<file path="src/rtl/led_blink_pkg.sv">
// Shared types and helpers for timed I/O blocks: blink FSM states and the
// millisecond-to-clock-cycle period conversion.
package led_blink_pkg;

  typedef enum logic [1:0] {
    IDLE,
    ON,
    OFF
  } blink_state_t;

  function automatic int unsigned msec_to_clocks(input int unsigned clocks_per_usec,
                                                 input int unsigned msec);
    return clocks_per_usec * msec * 32'd1000;
  endfunction

endpackage

</file>
<file path="src/rtl/led_blinker_ms_timer.sv">
// ms_timer: loadable down-counter that raises expire while enabled and at zero.
// A load in the expire cycle restarts the count for the next phase without a gap.
module ms_timer #(
  parameter int unsigned WIDTH = 16
) (
  input  logic             CLK,
  input  logic             RESET,
  input  logic             enable,
  input  logic             load,
  input  logic [WIDTH-1:0] load_value,
  output logic             expire
);

  logic [WIDTH-1:0] count;

  always_ff @(posedge CLK) begin
    if (RESET) begin
      count <= '0;
    end else if (load) begin
      count <= load_value;
    end else if (enable && (count != '0)) begin
      count <= count - 1'b1;
    end
  end

  assign expire = enable && (count == '0);

endmodule

</file>
<file path="src/rtl/led_blinker.sv">
// led_blinker: after a START pulse drives COUNT blinks (ON_MSEC on, OFF_MSEC off) on PIN.
// Build macro LED_BLINK_QUEUE_EN adds a one-deep pending request slot; otherwise PENDING is tied 0.
module led_blinker
  import led_blink_pkg::*;
#(
  parameter bit          ACTIVE_STATE    = 1'b1,
  parameter int unsigned CLOCKS_PER_USEC = 100,
  parameter int unsigned ON_MSEC         = 100,
  parameter int unsigned OFF_MSEC        = 100,
  parameter int unsigned COUNT_WIDTH     = 8
) (
  input  logic                   CLK,
  input  logic                   RESET,
  input  logic                   START,
  input  logic [COUNT_WIDTH-1:0] COUNT,
  output logic                   PIN,
  output logic                   BUSY,
  output logic                   DONE,
  output logic                   PENDING
);

  localparam int unsigned ON_PERIOD   = msec_to_clocks(CLOCKS_PER_USEC, ON_MSEC);
  localparam int unsigned OFF_PERIOD  = msec_to_clocks(CLOCKS_PER_USEC, OFF_MSEC);
  localparam int unsigned MAX_PERIOD  = (ON_PERIOD > OFF_PERIOD) ? ON_PERIOD : OFF_PERIOD;
  localparam int unsigned TIMER_WIDTH = $clog2(MAX_PERIOD + 1);
  // Timer counts down to zero inclusive, so each phase loads its period minus one.
  localparam logic [TIMER_WIDTH-1:0] ON_LOAD  = TIMER_WIDTH'(ON_PERIOD - 1);
  localparam logic [TIMER_WIDTH-1:0] OFF_LOAD = TIMER_WIDTH'(OFF_PERIOD - 1);

  blink_state_t           state, state_next;
  logic [COUNT_WIDTH-1:0] blinks, blinks_next;
  logic                   pin_next, busy_next, done_next;
  logic                   timer_load, timer_expire;
  logic [TIMER_WIDTH-1:0] timer_value;
  logic                   req_valid;
  logic [COUNT_WIDTH-1:0] req_count;
`ifdef LED_BLINK_QUEUE_EN
  logic                   pending_next;
  logic [COUNT_WIDTH-1:0] slot, slot_next;
`endif

  ms_timer #(.WIDTH(TIMER_WIDTH)) u_timer (
    .CLK        (CLK),
    .RESET      (RESET),
    .enable     (state != IDLE),
    .load       (timer_load),
    .load_value (timer_value),
    .expire     (timer_expire)
  );

  always_comb begin
    state_next  = state;
    blinks_next = blinks;
    pin_next    = !ACTIVE_STATE;
    busy_next   = 1'b0;
    done_next   = 1'b0;
    timer_load  = 1'b0;
    timer_value = ON_LOAD;
    req_valid   = START;
    req_count   = COUNT;
`ifdef LED_BLINK_QUEUE_EN
    pending_next = PENDING;
    slot_next    = slot;
    // A fresh START in IDLE beats the queued request; latest request wins.
    if (START && (state != IDLE)) begin
      pending_next = 1'b1;
      slot_next    = COUNT;
    end else if ((state == IDLE) && !START && PENDING) begin
      req_valid = 1'b1;
      req_count = slot;
    end
    if ((state == IDLE) && req_valid) begin
      pending_next = 1'b0;
    end
`endif

    case (state)
      IDLE: begin
        if (req_valid) begin
          if (req_count != '0) begin
            state_next  = ON;
            blinks_next = req_count;
            pin_next    = ACTIVE_STATE;
            busy_next   = 1'b1;
            timer_load  = 1'b1;
          end else begin
            done_next = 1'b1;
          end
        end
      end
      ON: begin
        busy_next = 1'b1;
        pin_next  = ACTIVE_STATE;
        if (timer_expire) begin
          state_next  = OFF;
          pin_next    = !ACTIVE_STATE;
          timer_load  = 1'b1;
          timer_value = OFF_LOAD;
          if (blinks != '0) begin
            blinks_next = blinks - 1'b1;
          end
        end
      end
      OFF: begin
        busy_next = 1'b1;
        if (timer_expire) begin
          if (blinks != '0) begin
            state_next = ON;
            pin_next   = ACTIVE_STATE;
            timer_load = 1'b1;
          end else begin
            state_next = IDLE;
            done_next  = 1'b1;
`ifdef LED_BLINK_QUEUE_EN
            busy_next  = pending_next && (slot_next != '0);
`else
            busy_next  = 1'b0;
`endif
          end
        end
      end
      default: state_next = IDLE;
    endcase
  end

  always_ff @(posedge CLK) begin
    if (RESET) begin
      state   <= IDLE;
      blinks  <= '0;
      PIN     <= !ACTIVE_STATE;
      BUSY    <= 1'b0;
      DONE    <= 1'b0;
`ifdef LED_BLINK_QUEUE_EN
      PENDING <= 1'b0;
      slot    <= '0;
`endif
    end else begin
      state   <= state_next;
      blinks  <= blinks_next;
      PIN     <= pin_next;
      BUSY    <= busy_next;
      DONE    <= done_next;
`ifdef LED_BLINK_QUEUE_EN
      PENDING <= pending_next;
      slot    <= slot_next;
`endif
    end
  end

`ifndef LED_BLINK_QUEUE_EN
  assign PENDING = 1'b0;
`endif

endmodule

</file>
<file path="config.mk">
export PLATFORM = sky130hd
export DESIGN_NAME = led_blinker
export DESIGN_NICKNAME = d
export VERILOG_FILES = /design/src/rtl/led_blink_pkg.sv /design/src/rtl/led_blinker_ms_timer.sv /design/src/rtl/led_blinker.sv
export SDC_FILE = /design/constraint.sdc
export NUM_CORES = 1
export LEC_CHECK = 0
export CAP_MARGIN = 20
export CORE_UTILIZATION = 56
export DETAILED_ROUTE_END_ITERATION = 8
export PLACE_DENSITY_LB_ADDON = 0.3
export SYNTH_ARGS = -nofsm -noshare
export SYNTH_HDL_FRONTEND = slang
export SYNTH_SLANG_ARGS = --single-unit
</file>
<file path="constraint.sdc">
create_clock -name CLK -period 2.9 [get_ports CLK]
set_input_delay 0.58 -clock CLK [delete_from_list [all_inputs] [get_ports CLK]]
set_output_delay 0.58 -clock CLK [all_outputs]
set_load 0.05 [all_outputs]
</file>
==> results of run 1 <==
==> area by class of cell <==
| cell class | instances | share of cell area, % |
|---|---|---|
| multi-input cells | 190 | 53.7 |
| inverters | 7 | 1.10 |
| repair buffers | 21 | 7.99 |
| well taps | 46 | 2.42 |
| clock buffers | 7 | 3.63 |
| flip-flops and latches | 37 | 31.1 |
==> through the flow <==
step           hold slack (ns)  std cells  total power, mW  util (%)
6_report                 0.503        308             1.26      68.6
5_1_grt                  0.540        308             1.33      68.6
4_1_cts                  0.502        308             1.27      68.6
3_5_place_dp             0.487        301            0.906      66.1
3_3_place_gp             0.482        301            0.902      66.1
2_1_floorplan            0.464        247            0.822         -
==> flip-flops by register name (all words and copies together) (netlist names) <==
name,count
PIN,1
BUSY,1
DONE,1
u_timer.count,24
blinks,8
state,2
==> metal layers <==
layer | share of wire [%] | global-route usage (%) | vias to the layer above
met3 | 5.6 | 7.07 | 7
met5 | 0 | 0 | -
met2 | 44 | 41.9 | 56
met4 | 1.3 | 9.09 | 0
li1 | - | - | 972
met1 | 49 | 34.3 | 909
==> cells by family (layout without fill, tap and decap cells) <==
group	count (synthesis)	in the layout	share of synthesized area, %
AND/OR/NAND/NOR	97	97	28.1
AO/OA/AOI/OAI	68	68	21.6
flip-flops	37	37	35.2
buffers and inverters	20	35	4.16
XOR/XNOR	18	18	7.48
adder cells (fa/ha/maj)	4	4	2.38
multiplexers	2	2	0.950
other	1	1	0.178
==> power by group through the flow <==
stage / Clock, mW / Combinational [mW] / Sequential [mW]
finish: 0.362 / 0.316 / 0.586
global route: 0.390 / 0.352 / 0.591
CTS: 0.369 / 0.312 / 0.585
detailed placement: 0 / 0.310 / 0.596
global placement: 0 / 0.306 / 0.596
floorplan: 0 / 0.229 / 0.593
==> placed cells by master, fill, tap and decap left out, drive strengths merged, types with 3 or more instances in the layout <==
cell type / netlist / final
o31ai: 3 / 3
nand2b: 3 / 3
o211ai: 4 / 4
a32o: 3 / 3
buf: 3 / 8
dfxtp: 37 / 37
or3: 5 / 5
nor4: 11 / 11
nor2b: 5 / 5
xnor2: 10 / 10
clkdlybuf4s50: 0 / 13
o21ai: 11 / 11
a31oi: 6 / 6
nand2: 16 / 16
nor2: 12 / 12
nand4: 6 / 6
a21oi: 18 / 18
or2: 3 / 3
clkbuf: 10 / 7
nand3: 3 / 3
a2111oi: 4 / 4
inv: 7 / 7
ha: 4 / 4
nor3: 14 / 14
xor2: 8 / 8
or4: 12 / 12
a211oi: 10 / 10
==> critical path, delay by kind of cell, from the launching register on <==
| kind | cells | cell delay (ns) |
|---|---|---|
| simple gates | 4 | 1.53 |
| compound gates | 1 | 0.28 |
| flops | 1 | 0.35 |
==> worst max-delay path by stage <==
stage                                 start           endpoint  cells past startpoint
after detailed placement           COUNT[4]  u_timer.count[20]                      7
after floorplan           u_timer.count[16]          blinks[3]                      5
after global placement             COUNT[0]  u_timer.count[20]                      7
after CTS                 u_timer.count[16]          blinks[5]                      5
final                     u_timer.count[16]          blinks[5]                      5
after global routing       u_timer.count[8]  u_timer.count[17]                      5
==> summary.txt, run 1 <==
Clocking
  – # clock sinks: 37
  – Maximum clock path buffer count: 2
  – # hold bufs at CTS: 0
  – CTS tree: yes
  – CTS Root Cell: clkbuf_8
  – TritonCTS Buffers: 5
  – # resized after CTS: 0
  – Worst-skew pair later-pin latency: 0.29 ns
  – Clock transition at the registers of the reported paths: 0.07 ns
  – Htree depth: 2
  – Post-CTS setup buffers: 0

Power
  – Internal power: 861 uW
  – Leak Pwr: 0.804 nW
  – Reg power frac: 46.3%
  – Sw power: 403 uW
  – PD cells: 531 nW/um2
  – Switching share of power: 31.9%
  – Clk pwr share: 28.6%
  – Comb pwr share: 25.0%
  – Worst-case vdd ir drop: 0.377 mV

Synth
  – Largest area contributor in the netlist: dfxtp_1
  – Synth cell count leaders: dfxtp_1 (37), a21oi_1 (18), nand2_1 (15), nor3_1 (13), nor2_1 (11)
  – Synth Warn #: 0
  – Cell Area, Synth: 2110 um2
  – Cells after synthesis: 247
  – #FFs+latches synth: 37
  – Register area share after synthesis: 35.2%
  – Dominant synthesized flop cell: dfxtp_1
  – EDFF count, synth: 0
  – Most common cell in the netlist: dfxtp_1
  – Post-synthesis cell type count: 50
  – Synth top area cells: dfxtp_1 (35%), a21oi_1 (4.3%), xnor2_1 (4.2%)
  – Yosys top cell area share: 35.2%
  – Synth Area per Inst: 8.53 um2
  – Mapped Nets: 262
  – Ys async rst share: 0%

Setup path
  – Worst R2R Path Depth: 5
  – Crit end category: flip-flop
  – Reg2reg setup slack: 0.61 ns
  – Worst r2r src: u_timer.count[16]
  – Critical path fanouts, max: 11
  – Slowest cell on the critical path: or4_4
  – WP data required: 3.08 ns
  – Setup CP Type: flip-flop to flip-flop
  – Critical Path Max Stage Delay: 0.58 ns
  – WP data arrival: 2.47 ns
  – CP Cell Sequence: or4_4, or3_4, nor2_2, nand4_1, a32o_1
  – Startpoint types: flip-flop
  – RR Endpoint: blinks[5]

Floorplan
  – Die span in y: 63.3 um
  – Num ports: 15
  – Core area: 3470 um2
  – Area of the die: 4010 um2
  – Initial core utilization: 60.8%
  – # rows: 21
  – Chip width: 63.3 um

Routing
  – Routed len/inst: 15.6 um
  – Via count: 1,944
  – Antenna Nets Post-Route: 0
  – WL final: 4.80 mm
  – Initial DRC count: 149
  – Detailed Routing Iterations Pass 1: 4
  – Drc violations: 0
  – Vias/cell: 6.31

Placement
  – GP Congestion: 0.894
  – Port Buffer Count: 13
  – Worst slack at placement: 0.481 ns
  – DP Wirelength: 3.44 mm
  – Placement Cell Area: 2290 um2

Min path
  – Worst min path class: flip-flop to flip-flop
  – WHS Path Cells: 2
  – Worst hold path endpoint: u_timer.count[22]
  – Hold Path Origin: u_timer.count[22]

GRT
  – Number of global-route vias before repair: 1,861
  – Gr ovfl total: 0
  – Largest net degree at the start of global routing: 24
  – Initial antenna violation count: 0
  – Global-route wire length before repair: 8.42 mm
  – Gr usage total: 26.4%

Finish
  – Final #Nets: 277
  – Filler cell count: 308
  – N_diodes: 0
  – Fin area: 2380 um2
  – Register area: 741 um2
  – Fraction of final layout cells sized beyond drive strength 1: 10.3%
  – Multi-input logic area: 1280 um2
  – Layout area overhead: 12.9%

STA
  – Setup TNS Final: 0 ns
  – Minimum clock period: 2.29 ns
  – Pins over their slew limit: 0
  – RSZ-0062 raised after global routing: false
  – Final setup viols: 0
  – Clock Skew: 0.00639 ns
  – Fmax: 437 MHz
  – Ratio of final minimum period to clock period: 78.9%
  – Worst setup margin: 0.613 ns
  – Slew @ Worst Pin: 0.593 ns
  – Fin. Hold Viols: 0
  – Slew margin rel.: 60.1%

Job
  – Max-cap violations: 0

Run status
  – Status: finished clean
Note: power is estimated with default switching activity, not from simulation.
==> run 2, diff against run 1 <==
--- a/config.mk
+++ b/config.mk
@@ -6,7 +6,7 @@
 export NUM_CORES = 1
 export LEC_CHECK = 0
 export CAP_MARGIN = 20
-export CORE_UTILIZATION = 56
+export CORE_UTILIZATION = 52
 export DETAILED_ROUTE_END_ITERATION = 8
 export PLACE_DENSITY_LB_ADDON = 0.3
 export SYNTH_ARGS = -nofsm -noshare
==> constraint.sdc (replaced) <==
create_clock -name CLK -period 1.87 [get_ports CLK]
set_input_delay 0.374 -clock CLK [delete_from_list [all_inputs] [get_ports CLK]]
set_output_delay 0.374 -clock CLK [all_outputs]
set_load 0.05 [all_outputs]
==> run 2 against run 1 <==
Net effect:
- clock skew is 0.0027 ns lower
- core utilization is 17 points higher
- highest routed layer unchanged
- power is 90% higher
- clock power is 62% higher
- worst hold slack better by 0.035 ns
- non-clock buffer count is 74 higher
- critical endpoint is now u_timer.count[15]
- the flow now finishes with violations (setup timing)
- setup slack worse by 0.97 ns
- fmax is 2.5% higher
- sequential power is 54% higher
==> summary.txt, run 2 (same netlist as run 1, synthesis figures left out) <==
STA
  – Minimum clock period: 2.23 ns (was 2.29 ns)
  – Ratio of final minimum period to clock period: 119% (was 78.9%)
  – Clock Skew: 0.00374 ns (was 0.00639 ns)
  – Final setup viols: 37 (was 0)
  – Fmax: 448 MHz (was 437 MHz)
  – Pins over their slew limit: 0 (unchanged)
  – Slew margin rel.: 52.8% (was 60.1%)
  – Setup TNS Final: -8.02 ns (was 0 ns)
  – Slew @ Worst Pin: 0.690 ns (was 0.593 ns)
  – Fin. Hold Viols: 0 (unchanged)
  – RSZ-0062 raised after global routing: true (was false)
  – Worst setup margin: -0.361 ns (was 0.613 ns)

Routing
  – Routed len/inst: 21.7 um (was 15.6 um)
  – Antenna Nets Post-Route: 0 (unchanged)
  – Detailed Routing Iterations Pass 1: 5 (was 4)
  – Via count: 2,607 (was 1,944)
  – Vias/cell: 6.75 (was 6.31)
  – WL final: 8.38 mm (was 4.80 mm)
  – Drc violations: 0 (unchanged)
  – Initial DRC count: 316 (was 149)

Clocking
  – Clock transition at the registers of the reported paths: 0.08 ns (was 0.07 ns)
  – Htree depth: 2 (unchanged)
  – TritonCTS Buffers: 5 (unchanged)
  – # hold bufs at CTS: 0 (unchanged)
  – Maximum clock path buffer count: 2 (unchanged)
  – CTS Root Cell: clkbuf_8 (unchanged)
  – # clock sinks: 37 (unchanged)
  – Worst-skew pair later-pin latency: 0.31 ns (was 0.29 ns)
  – CTS tree: yes (unchanged)

Floorplan
  – Area of the die: 4310 um2 (was 4010 um2)
  – Num ports: 15 (unchanged)
  – Initial core utilization: 55.9% (was 60.8%)
  – Chip width: 65.7 um (was 63.3 um)
  – Core area: 3770 um2 (was 3470 um2)
  – Die span in y: 65.7 um (was 63.3 um)
  – # rows: 22 (was 21)

GRT
  – Global-route wire length before repair: 10.8 mm (was 8.42 mm)
  – Largest net degree at the start of global routing: 14 (was 24)
  – Gr usage total: 33.6% (was 26.4%)
  – Initial antenna violation count: 0 (unchanged)
  – Number of global-route vias before repair: 2,252 (was 1,861)
  – Gr ovfl total: 0 (unchanged)

Setup path
  – Startpoint types: flip-flop (unchanged)
  – Reg2reg setup slack: -0.36 ns (was 0.61 ns)
  – WP data required: 2.11 ns (was 3.08 ns)
  – Worst R2R Path Depth: 7 (was 5)
  – Crit end category: flip-flop (unchanged)
  – Setup CP Type: flip-flop to flip-flop (unchanged)
  – Critical path fanouts, max: 8 (was 11)
  – WP data arrival: 2.47 ns (about the same)
  – RR Endpoint: u_timer.count[15] (was blinks[5])
  – Worst r2r src: u_timer.count[0] (was u_timer.count[16])

Power
  – Total power: 2.40 mW (was 1.26 mW)
  – Switching share of power: 37.0% (was 31.9%)
  – Reg power frac: 37.5% (was 46.3%)
  – Leak Pwr: 1.21 nW (was 0.804 nW)
  – Clk pwr share: 24.5% (was 28.6%)
  – Comb pwr share: 38.0% (was 25.0%)
  – Worst-case vdd ir drop: 0.555 mV (was 0.377 mV)
  – Internal power: 1.51 mW (was 861 uW)
  – PD cells: 740 nW/um2 (was 531 nW/um2)
  – Sw power: 888 uW (was 403 uW)

Placement
  – Port Buffer Count: 13 (unchanged)
  – Placement Cell Area: 2820 um2 (was 2290 um2)
  – DP Wirelength: 4.62 mm (was 3.44 mm)
  – GP Congestion: 0.994 (was 0.894)

Finish
  – Largest register FFs: 24 (unchanged)
  – Most frequent cells in the layout: buf_4 (72), dfxtp_1 (33), nand2_1 (15) (was dfxtp_1 (37), a21oi_1 (18), nand2_1 (15))
  – Layout area overhead: 54.0% (was 12.9%)
  – Top flop regs: u_timer.count x24, blinks x8, state x2 (unchanged)
  – Fin area: 3240 um2 (was 2380 um2)
  – Most common cell after layout, fill and taps aside: buf_4 (was dfxtp_1)
  – Most flop-heavy register: u_timer.count (unchanged)
  – N_diodes: 0 (unchanged)
  – Final #Nets: 352 (was 277)
  – Fraction of final layout cells sized beyond drive strength 1: 41.1% (was 10.3%)

Run status
  – Failing checks: setup timing
  – Status: complete, but fails checks (was finished clean)

Min path
  – WHS Path Cells: 2 (unchanged)
  – Worst hold path endpoint: u_timer.count[22] (unchanged)
  – Hold Path Origin: u_timer.count[22] (unchanged)
  – Worst min path class: flip-flop to flip-flop (unchanged)

Job
  – Max-cap violations: 0 (unchanged)
## run 2: layer usage
metal	vias to the layer above	global-route usage (%)	wire length (um)
met2	196	55.1	3900
li1	1130	-	-
met3	52	7.64	800
met4	0	13.3	398
met5	-	0	0
met1	1229	42.0	3280
## run 2: through the flow
stage	util, %	instances	hold slack [ns]	worst slack, ns
5_1_grt	86.0	386	0.563	-0.403
2_1_floorplan	-	247	0.467	-0.201
6_report	86.0	386	0.538	-0.361
4_1_cts	80.7	377	0.516	-0.227
3_3_place_gp	74.9	362	0.494	-0.280
3_5_place_dp	74.9	362	0.506	-0.292
## run 2: worst max path at each step
stage	startpoint	endpoint	slack, ns	cells after the start
after floorplan	u_timer.count[19]	u_timer.count[23]	-0.20	5
final	u_timer.count[0]	u_timer.count[15]	-0.36	7
after detailed placement	COUNT[4]	u_timer.count[23]	-0.29	8
after global routing	u_timer.count[1]	u_timer.count[15]	-0.40	7
after global placement	COUNT[0]	u_timer.count[23]	-0.28	8
after CTS	u_timer.count[19]	u_timer.count[23]	-0.23	7
## run 2: repair_timing
| item | 4_1_cts | 5_1_grt |
|---|---|---|
| cloned | 1 | 1 |
| buffers inserted | 6 | 10 |
| setup endpoints to repair | 37 | 37 |
| resized for setup | 21 | 34 |
| hold endpoints to repair | 0 | 0 |
| pin swaps | 12 | 21 |
## run 2: worst max-delay path, stage by stage, from the launching register on
cell and delay (ns):
dfxtp_2 0.33, inv_1 0.05, ha_1 0.21, nor2b_1 0.16
and4_2 0.31, a2111oi_0 0.69, xnor2_1 0.26, a21oi_4 0.17
## run 2: area by class of cell
type                       count  area, um2
clock buffer                   5       68.8
clock inverter                 3       17.5
fill                         191        527
inverter                       7       26.3
multi-input combinational    191       1540
sequential                    37        746
tap                           48       60.1
timing repair buffer          95        783
## run 2: power groups by stage
stage                     combinational, mW  sequential, mW  clock, mW
after global routing                  0.951           0.906      0.613
after CTS                             0.762           0.893      0.568
after detailed placement              0.708           0.911          0
after floorplan                       0.391           0.928          0
final                                 0.912           0.901      0.588
after global placement                0.692           0.908          0
==> variant, RTL diff (config.mk and constraints of run 1) <==
The parameter `ACTIVE_STATE` goes from 1'b1 to 1'b0.
--- a/src/rtl/led_blinker.sv
+++ b/src/rtl/led_blinker.sv
@@ -4,5 +4,5 @@
   import led_blink_pkg::*;
 #(
-  parameter bit          ACTIVE_STATE    = 1'b1,
+  parameter bit          ACTIVE_STATE    = 1'b0,
   parameter int unsigned CLOCKS_PER_USEC = 100,
   parameter int unsigned ON_MSEC         = 100,
Check against the original RTL: not equivalent (Yosys sat finds a counterexample within 4 cycles, from zero or initial values and one cycle with RESET high).
==> variant against run 1 <==
Worst setup slack worse by 0.39 ns. Largest cell class unchanged. Wire length is 3.5% lower. Critical path type unchanged. Non-clock buffer count is 3 higher. Fmax is 15% lower. Sequential cell count stayed put. Area after synthesis is 0.95% higher. Sequential share of layout area hardly changed. Cell area is 0.16% higher. Power is 3.5% higher.
==> variant: results (changes against run 1) <==
STATUS
---------------------------------------------------------------------------------------
Run status ...............................................................    completed   unchanged

PLACED DESIGN
---------------------------------------------------------------------------------------
Setup slack at placement .................................................     0.272 ns   was 0.481 ns
Weighted congestion at the end of routability-driven global placement ....        0.890   was 0.894

DRT
---------------------------------------------------------------------------------------
Metal-1 WL ...............................................................      2250 um   was 2330 um
Aggregate routed wire length .............................................      4640 um   was 4800 um
Met3 wire length .........................................................       253 um   was 269 um
Number of violations reported at the end of detailed-routing iteration 0 .          111   was 149
Vias per Instance ........................................................         6.11   was 6.31

GRT
---------------------------------------------------------------------------------------
Met2 capacity usage during global routing ................................        37.5%   was 41.9%
Via count of the first global-routing pass ...............................        1,733   was 1,861
Met1 routing resource usage after global routing .........................        35.4%   was 34.3%
Pin count of the biggest net entering global routing .....................           35   was 24
Met3 layer usage reported by global route ................................        6.34%   was 7.07%
Global-route wire length before repair ...................................      8020 um   was 8420 um

MIN PATH
---------------------------------------------------------------------------------------
Source of the worst hold timing path ..................................... blinks[0]$_SDFFE_PP0P_   was u_timer.count[22]$_SDFFE_PP0P_
Worst Hold End ........................................................... blinks[0]$_SDFFE_PP0P_   was u_timer.count[22]$_SDFFE_PP0P_

POWER AND IR DROP
---------------------------------------------------------------------------------------
Fraction of power consumed by the clock network ..........................        26.9%   was 28.6%
Comb pwr share ...........................................................        27.6%   was 25.0%

WORST SETUP PATH
---------------------------------------------------------------------------------------
Arrival time at the worst endpoint .......................................      2.82 ns   was 2.47 ns
CP peak stage delay ......................................................      0.53 ns   was 0.58 ns
Slowest cell on crit path ................................................ sky130_fd_sc_hd__a2111oi_0   was sky130_fd_sc_hd__or4_4
Cell depth of the worst flop-to-flop path ................................            7   was 5

SYNTH
---------------------------------------------------------------------------------------
Top cells by area, synth ................................................. sky130_fd_sc_hd__dfxtp_1 (35%), sky130_fd_sc_hd__a21oi_1 (3.3%), sky130_fd_sc_hd__or4_1 (3.2%)   was sky130_fd_sc_hd__dfxtp_1 (35%), sky130_fd_sc_hd__a21oi_1 (4.3%), sky130_fd_sc_hd__xnor2_1 (4.2%)
Fraction of the mapped netlist area in compound gates ....................        22.9%   was 21.6%
Xor and xnor area share after synthesis ..................................        5.35%   was 7.48%
Count of unique library cells instantiated by Yosys ......................           59   was 50
Proportion of synthesized chip area in sequential cells ..................        34.8%   was 35.2%
Mux cell area share after synthesis ......................................       0.471%   was 0.950%

STA
---------------------------------------------------------------------------------------
Clock Skew ...............................................................   0.00930 ns   was 0.00639 ns
Setup WS post-layout .....................................................     0.219 ns   was 0.613 ns
Pin slew with the least headroom to its limit ............................     0.530 ns   was 0.593 ns

CELLS AND AREA
---------------------------------------------------------------------------------------
Proportion of layout cells with a drive suffix above 1 ...................        13.7%   was 10.3%

## variant: cell types whose count changed in the layout (fill, tap and decap cells not counted), moves of 3 or more
cell,before,now
sky130_fd_sc_hd__a21oi_1,18,14
sky130_fd_sc_hd__a211oi_1,10,6
sky130_fd_sc_hd__nor3_1,13,9
sky130_fd_sc_hd__xnor2_1,10,7
sky130_fd_sc_hd__or3_1,4,10
sky130_fd_sc_hd__nor4_2,3,0
sky130_fd_sc_hd__a31oi_2,0,3
sky130_fd_sc_hd__nor2b_1,5,2
sky130_fd_sc_hd__a311oi_1,0,3
sky130_fd_sc_hd__buf_4,8,11
sky130_fd_sc_hd__nor2_1,11,16
sky130_fd_sc_hd__a32o_1,3,0
sky130_fd_sc_hd__or3_2,0,3
## variant: area by class of cell
cell class / instances / area (um^2)
Clock buffer: 7 / 86.3
Sequential cell: 37 / 741
Multi-Input combinational cell: 187 / 1250
Timing Repair Buffer: 24 / 213
Fill cell: 316 / 1280
Inverter: 8 / 30.0
Tap cell: 48 / 60.1
